<file path="src/rtl/fir_ctrl.sv">
// fir_ctrl: paces samples into a transposed-form FIR datapath, registers its result,
// and manages a shadow/active coefficient bank with an atomic, in-flight-safe commit.
//
// Ports:
//   clk, rst          : single clock, synchronous active-high reset
//   run               : enable sample processing
//   s_valid/s_ready/s_data : input sample handshake
//   m_valid/m_ready/m_data : registered output sample handshake
//   fir_en, fir_clr, fir_in : datapath advance strobe, history clear, sample
//   fir_out           : datapath result (combinational from fir_in and its registers)
//   coef_flat         : active bank, tap i at [i*BIT_PREC +: BIT_PREC]
//   cfg_we/cfg_addr/cfg_data : shadow bank write port
//   cfg_commit, cfg_busy     : shadow->active swap request / swap in progress
//
// Build option: define FIR_CTRL_SAT_EN to saturate the shifted result into the
// signed OUT_W range; otherwise the result wraps to its low OUT_W bits.

module fir_ctrl #(
    parameter int TAPS     = 8,
    parameter int BIT_PREC = 12,
    parameter int DIV      = 4,
    parameter int SHIFT    = 0,
    parameter int OUT_W    = 2*BIT_PREC+TAPS-1,
    localparam int ACC_W   = 2*BIT_PREC+TAPS-1,
    localparam int AW      = (TAPS > 1) ? $clog2(TAPS) : 1
) (
    input  logic                     clk,
    input  logic                     rst,
    input  logic                     run,
    input  logic                     s_valid,
    output logic                     s_ready,
    input  logic [BIT_PREC-1:0]      s_data,
    output logic                     m_valid,
    input  logic                     m_ready,
    output logic [OUT_W-1:0]         m_data,
    output logic                     fir_en,
    output logic                     fir_clr,
    output logic [BIT_PREC-1:0]      fir_in,
    input  logic [ACC_W-1:0]         fir_out,
    output logic [TAPS*BIT_PREC-1:0] coef_flat,
    input  logic                     cfg_we,
    input  logic [AW-1:0]            cfg_addr,
    input  logic [BIT_PREC-1:0]      cfg_data,
    input  logic                     cfg_commit,
    output logic                     cfg_busy
);

    localparam int TW = (DIV > 1) ? $clog2(DIV) : 1;
    localparam logic [TW-1:0] TMAX = TW'(DIV-1);
    localparam int EW = (OUT_W > ACC_W) ? OUT_W : ACC_W;

    typedef enum logic [1:0] {
        S_IDLE,
        S_RUN,
        S_SWAP
    } state_t;

    state_t                     r_state;
    state_t                     w_next;
    logic [TW-1:0]              r_tick;
    logic                       r_pending;
    logic                       r_mvalid;
    logic [OUT_W-1:0]           r_mdata;
    logic [BIT_PREC-1:0]        r_shadow [TAPS];
    logic [TAPS*BIT_PREC-1:0]   r_active;

    logic                       w_rdy;
    logic                       w_clr;
    logic                       w_busy;
    logic                       w_fir_en;
    logic                       w_we_ok;
    logic signed [ACC_W-1:0]    w_sh;
    logic signed [EW-1:0]       w_ext;
    logic [OUT_W-1:0]           w_res;

    // State register
    always_ff @(posedge clk) begin
        if (rst) r_state <= S_IDLE;
        else     r_state <= w_next;
    end

    // Next state and handshake outputs
    always_comb begin
        w_next = r_state;
        w_rdy  = 1'b0;
        w_clr  = 1'b0;
        w_busy = 1'b0;
        unique case (r_state)
            S_IDLE: begin
                if (r_pending) w_next = S_SWAP;
                else if (run)  w_next = S_RUN;
            end
            S_RUN: begin
                // Leave only once the held output has drained
                if (!r_mvalid) begin
                    if (r_pending) w_next = S_SWAP;
                    else if (!run) w_next = S_IDLE;
                end
                w_rdy = run & ~r_pending & (r_tick == TMAX)
                      & (~r_mvalid | m_ready);
            end
            S_SWAP: begin
                w_next = run ? S_RUN : S_IDLE;
                w_clr  = 1'b1;
            end
            default: w_next = S_IDLE;
        endcase
        w_busy = r_pending | (r_state == S_SWAP);
        if (rst) begin
            w_rdy  = 1'b0;
            w_clr  = 1'b0;
            w_busy = 1'b0;
        end
    end

    assign w_fir_en = s_valid & w_rdy;
    assign w_we_ok  = cfg_we & ~r_pending & (r_state != S_SWAP)
                    & (32'(cfg_addr) < TAPS);

    // Result scaling: shift, sign-extend to a common width, then reduce
    assign w_sh  = $signed(fir_out) >>> SHIFT;
    assign w_ext = EW'(w_sh);

`ifdef FIR_CTRL_SAT_EN
    localparam logic [OUT_W-1:0] OMAX = {1'b0, {(OUT_W-1){1'b1}}};
    localparam logic [OUT_W-1:0] OMIN = {1'b1, {(OUT_W-1){1'b0}}};
    localparam logic signed [EW-1:0] EMAX = EW'($signed(OMAX));
    localparam logic signed [EW-1:0] EMIN = EW'($signed(OMIN));

    always_comb begin
        w_res = w_ext[OUT_W-1:0];
        if (w_ext > EMAX)      w_res = OMAX;
        else if (w_ext < EMIN) w_res = OMIN;
    end
`else
    assign w_res = w_ext[OUT_W-1:0];
`endif

    // Pacing, output stage and coefficient banks
    always_ff @(posedge clk) begin
        if (rst) begin
            r_tick    <= '0;
            r_pending <= 1'b0;
            r_mvalid  <= 1'b0;
            r_mdata   <= '0;
            r_active  <= '0;
            for (int i = 0; i < TAPS; i++) r_shadow[i] <= '0;
        end else begin
            if (r_state == S_SWAP || w_fir_en)
                r_tick <= '0;
            else if (r_state == S_RUN && r_tick != TMAX)
                r_tick <= r_tick + TW'(1);

            if (w_fir_en) begin
                r_mvalid <= 1'b1;
                r_mdata  <= w_res;
            end else if (m_ready) begin
                r_mvalid <= 1'b0;
            end

            if (w_we_ok) r_shadow[cfg_addr] <= cfg_data;

            if (r_state == S_SWAP) begin
                for (int i = 0; i < TAPS; i++)
                    r_active[i*BIT_PREC +: BIT_PREC] <= r_shadow[i];
                r_pending <= 1'b0;
            end else if (cfg_commit && !w_busy) begin
                r_pending <= 1'b1;
            end
        end
    end

    assign s_ready   = w_rdy;
    assign fir_en    = w_fir_en;
    assign fir_clr   = w_clr;
    assign cfg_busy  = w_busy;
    assign fir_in    = rst ? '0 : s_data;
    assign m_valid   = r_mvalid;
    assign m_data    = r_mdata;
    assign coef_flat = r_active;

endmodule
</file>
<file path="config.mk">
export PLATFORM = sky130hd
export DESIGN_NAME = fir_ctrl
export DESIGN_NICKNAME = d
export VERILOG_FILES = /design/src/rtl/fir_ctrl.sv
export SDC_FILE = /design/constraint.sdc
export NUM_CORES = 1
export LEC_CHECK = 0
export BUFFER_PORTS_ARGS = -buffer_cell sky130_fd_sc_hd__buf_2
export CAP_MARGIN = 0
export CORE_UTILIZATION = 35
export CTS_BUF_LIST = sky130_fd_sc_hd__clkbuf_4
export CTS_CLUSTER_DIAMETER = 200
export CTS_CLUSTER_SIZE = 40
export DETAILED_ROUTE_END_ITERATION = 8
export GPL_TIMING_DRIVEN = 0
export SYNTH_ARGS = -nofsm -noshare
export SYNTH_HDL_FRONTEND = slang
export SYNTH_SLANG_ARGS = --single-unit
</file>
<file path="constraint.sdc">
create_clock -name clk -period 4.4 [get_ports clk]
set_clock_uncertainty 0.2 [all_clocks]
set_input_delay 0.88 -clock clk [delete_from_list [all_inputs] [get_ports clk]]
set_output_delay 0.88 -clock clk [all_outputs]
set_load 0.02 [all_outputs]
</file>
* Word level (Yosys, flattened, before mapping)
Memories as Yosys holds them, arrays and structs flattened. A register that Yosys moved wholly into a read port is not among the register bits. Index checks and enable logic that the tools add are counted.
Cells by class: add/subtract/negate cells 1, equality and inequality tests 8, multiplexer cells 23, bitwise gates (word level) 10, reductions and logical operators 10
Operators with widths (count):
- two-way mux 12 bit | 2
- two-way mux 1 bit | 14
- OR reduction 12 bit | 1
- two-way mux 2 bit | 5
- bitwise AND 1 bit | 6
- != test 2 bit, second input constant | 3
- != test 3 bit, second input constant | 2
- case mux 2 bit (3 select lines) | 1
- equality test 2 bit, second input constant | 2
- OR reduction 2 bit | 2
- two-way mux 3 bit | 1
- AND reduction 3 bit | 1
- adder 2 x 1 -> 2 bit, second input constant | 1
- equality test 2 x 1 -> 1 bit, second input constant | 1
- logical AND 1 bit | 2
- logical NOT 2 bit | 1
- NOT 1 bit | 2
- OR 1 bit | 2
- nonzero test 2 bit | 1
- logical NOT 1 bit | 1
- logical OR 1 bit | 1
Storage, ports and cells: bits in registers 37, RAM bits 96, bits of input ports 65, output and inout port bits 144, word-level logic and storage cells 58, memories 1
Memories:
- r_shadow | words 8, bits a word 12, read ports 8, clocked after Yosys merged registers in 8, wr ports 8, line 64 | logic [BIT_PREC-1:0] r_shadow [TAPS];

* Logic depth before layout (Yosys ltp)
word-level depth 9, mapped depth 6, gate-level depth less buffers 5

* Least setup slack after synthesis
No wires, ideal clock.
kind input port to output port, start point input port rst, end point output port fir_in[0], arrival 1764 ps, required time 3320 ps, setup slack 1556 ps, stages on the path 4, path buffers 3, cell sequence buf_2 -> clkbuf_1 -> clkbuf_1 -> nor2b_1
On the way: cells in the longest elaborated chain, start to end 1
RTL lines:
- from (decl) | line 28 | input logic rst,
- two-way mux 12 bit | line 177 | assign fir_in = rst ? '0 : s_data;
- to (decl) | line 38 | output logic [BIT_PREC-1:0] fir_in,
Every way passes these cells.

* Worst setup path after layout
start point register r_state[1], end point output port fir_clr
On the way: cells in the longest elaborated chain, start to end 3
RTL lines:
- from (decl) | line 58 | state_t r_state;
- from (signal assigned) | line 79 | else r_state <= w_next;
- equality test 2 bit | line 88 | unique case (r_state)
- two-way mux 1 bit | line 88
- two-way mux 1 bit | line 109 | if (rst) begin
- to (decl) | line 37 | output logic fir_clr,
Every way passes these cells.

==> results_dict.tcl <==
set metrics [dict create \
    grt_busiest_layer "met2" \
    drv_slew 0 \
    start_util_pct 35.8 \
    required_ns 3.32 \
    fp.dieArea_mm2 0.0239 \
    power_frac_clock_pct 21.8 \
    synth_nets 681 \
    numClockSinks 229 \
    hold_violations 0 \
    p_seq_share_pct 69.7 \
    cts_tree "done" \
    grt_pass1_wl_mm 30.8 \
    fin_ws_ns 0.920 \
    p_leak_uw 0.00403 \
    num_vias 5538 \
    fillCellCount 2184 \
    p_total_uw 3320 \
    drtAntennaViolNets 0 \
    ys_ff_latch 229 \
    die_x_um 155 \
    path_buf_inv 2 \
    slowest_stage "dfxtp_1" \
    first_pass_iters 4 \
    synth.yosys.warnings 0 \
    cp_max_fo 10 \
    fmax_mhz 287 \
    drt_iter0_drc 256 \
    rrSetupSlack_ns 1.49 \
    antenna_found_initial 0 \
    post_cts_resized 0 \
    slew-limit-headroom_pct 21.7 \
    crit_path_start "r_state[1]$_SDFFE_PP0P_" \
    gp_congestion 0.728 \
    status "finished, final reports clean" \
    grt_max_degree 42 \
    ff2ff_path_depth 4 \
    drive_gt1_share_pct 30.4 \
    pre_cts_slack_ns 0.881 \
    synth_ff_type "dfxtp_1" \
    power_density_mw_per_mm2 345 \
    worst-slew-pin-transition_ns 1.17 \
    hp-class "primary input to flip-flop" \
    viasPerCell 4.94 \
    setup.worst_path.end "fir_clr" \
    rsz0062_at_grt "no" \
    ios 209 \
    cts_hold_buffers 0 \
    gr-usage-met3_pct 4.60 \
    period_share_pct 79.1 \
    crit_arrival_ns 2.40 \
    hpwl_mm 14.6 \
    ys_types 30 \
    drt-total-wl_mm 20.3 \
    cts_buffers 9 \
    clockBufferDepth 3 \
    gr-usage-met1_pct 22.7 \
    num_antenna_cells 0 \
    p_comb_share_pct 8.5 \
    grt_overflow 0 \
    cp.depth 4 \
    root_buffer "clkbuf_4" \
    start_kind "flip-flop" \
    p_int_uw 2500 \
    routedWlPerCell_um 18.1 \
    ys_seq_area_share_pct 68.1 \
    critPathKind "flip-flop to primary output" \
    avgSynthCellArea_um2 13.2 \
    critPathTopFamily "buffers and inverters" \
    cts.htree.levels 1 \
    syn_inst 615 \
    worst_path_largest_cell_delay_ns 0.49 \
    drc 0 \
    end_kind "primary output" \
    track_usage_pct 16.8 \
    peakVddDrop_mv 0.178 \
    grtUsageMet2_pct 27.5 \
    crit_chain "nand2b_1, nor2_2, clkbuf_1, buf_2" \
    reg2reg_to "r_shadow[6][9]$_SDFFCE_PN0P_" \
    synth-edff-count 96 \
    nets 899 \
    p_sw_uw 816 \
    io_buffers 207 \
    synthArstFlopShare_pct 0 \
    grt_pass1_vias 5330 \
    maxCapViolCount 0 \
    coreArea_mm2 0.0227 \
    syn2layout_area_growth_pct 18.4 \
    clk_latency_ns 0.69 \
    tns_ns 0 \
    rr_startpoint "r_state[0]$_SDFFE_PP0P_" \
    final_common_cell "buf_2" \
    die_h_um 155 \
    syn_area_mm2 0.00814 \
    final_cell_mix "217 x buf_2, 133 x dfxtp_1, 98 x nor3_1" \
    swShare_pct 24.6 \
    fin_crit_ns 3.48 \
    rows 55 \
    clkTransAtPathRegs_ns 0.38 \
    setup_violations 0 \
    cts_setup_buffers 0 \
]
cell usage after synthesis, types with 2 or more instances:
library cell | number | area [um^2]
edfxtp_1 | 96 | 2880
mux2i_1 | 15 | 150
and3_1 | 2 | 12.5
nor2b_1 | 30 | 188
buf_2 | 10 | 50.1
dfxtp_1 | 133 | 2660
a21oi_1 | 2 | 10.0
nor2_1 | 6 | 22.5
o21bai_1 | 8 | 60.1
nor2_2 | 2 | 12.5
mux2_4 | 9 | 135
buf_6 | 2 | 22.5
a22o_1 | 96 | 841
clkbuf_1 | 37 | 139
nand2b_1 | 34 | 213
mux2_2 | 8 | 90.1
nor3_1 | 98 | 490
clkinv_1 | 12 | 45.0
nand2_1 | 3 | 11.3
buf_1 | 2 | 7.51
state kept, by name, summed over array words and instances (netlist names):
name       flops
coef_flat     96
r_shadow      96
m_data        31
r_state        2
r_tick         2
m_valid        1
r_pending      1
area by class of cell:
class | instances | area [um^2] | share of cell area, %
clock buffer | 12 | 90.1 | 0.935
clock inverter | 1 | 16.3 | 0.169
tap | 285 | 357 | 3.70
buffer | 51 | 219 | 2.27
timing repair buffer | 207 | 1040 | 10.7
sequential | 229 | 5550 | 57.5
inverter | 13 | 51.3 | 0.532
multi-input combinational | 322 | 2320 | 24.1
how the worst min path moves through the flow:
stage	start	to	slack [ns]	cells past startpoint
6_report	fir_out[28]	m_data[28]$_SDFFE_PP0P_	0.17	2
5_1_grt	fir_out[16]	m_data[16]$_SDFFE_PP0P_	0.07	2
4_1_cts	fir_out[16]	m_data[16]$_SDFFE_PP0P_	0.13	2
3_5_place_dp	r_shadow[4][10]$_SDFFCE_PN0P_	coef_flat[58]$_SDFFE_PP0P_	0.24	1
3_3_place_gp	r_shadow[5][9]$_SDFFCE_PN0P_	coef_flat[69]$_SDFFE_PP0P_	0.24	1
2_1_floorplan	r_shadow[3][8]$_SDFFCE_PN0P_	coef_flat[44]$_SDFFE_PP0P_	0.24	1
per-stage QoR:
| stage | instances | cell area, um^2 | hold slack, ns | utilization (%) |
|---|---|---|---|---|
| 5_1_grt | 1120 | 9640 | 0.0739 | 42.4 |
| 4_1_cts | 1120 | 9640 | 0.127 | 42.4 |
| 2_1_floorplan | 615 | 8140 | 0.236 | - |
| 3_5_place_dp | 1107 | 9530 | 0.240 | 42.0 |
| 6_report | 1120 | 9640 | 0.170 | 42.4 |
| 3_3_place_gp | 1107 | 9530 | 0.238 | 42.0 |
cell families after synthesis:
logic type / Yosys count / share of synthesized area, %
flip-flops: 229 / 68.1
AND/OR/NAND/NOR: 181 / 12.4
AO/OA/AOI/OAI: 107 / 11.3
buffers and inverters: 64 / 3.32
multiplexers: 32 / 4.61
XOR/XNOR: 1 / 0.108
adder cells (fa/ha/maj): 1 / 0.154
power groups by stage:
stage               clock network [uW]  logic, uW  registers, uW
floorplan                            0        135           2370
global placement                     0        281           2350
detailed placement                   0        283           2350
CTS                                748        284           2310
global route                       816        303           2320
finish                             725        281           2310
layer usage:
layer / wire length, um / vias up
met3: 1550 / 16
met2: 9380 / 216
met4: 223 / 0
met1: 9130 / 2620
met5: 0 / -
li1: - / 2686
Note: power is estimated with default switching activity, not from simulation.
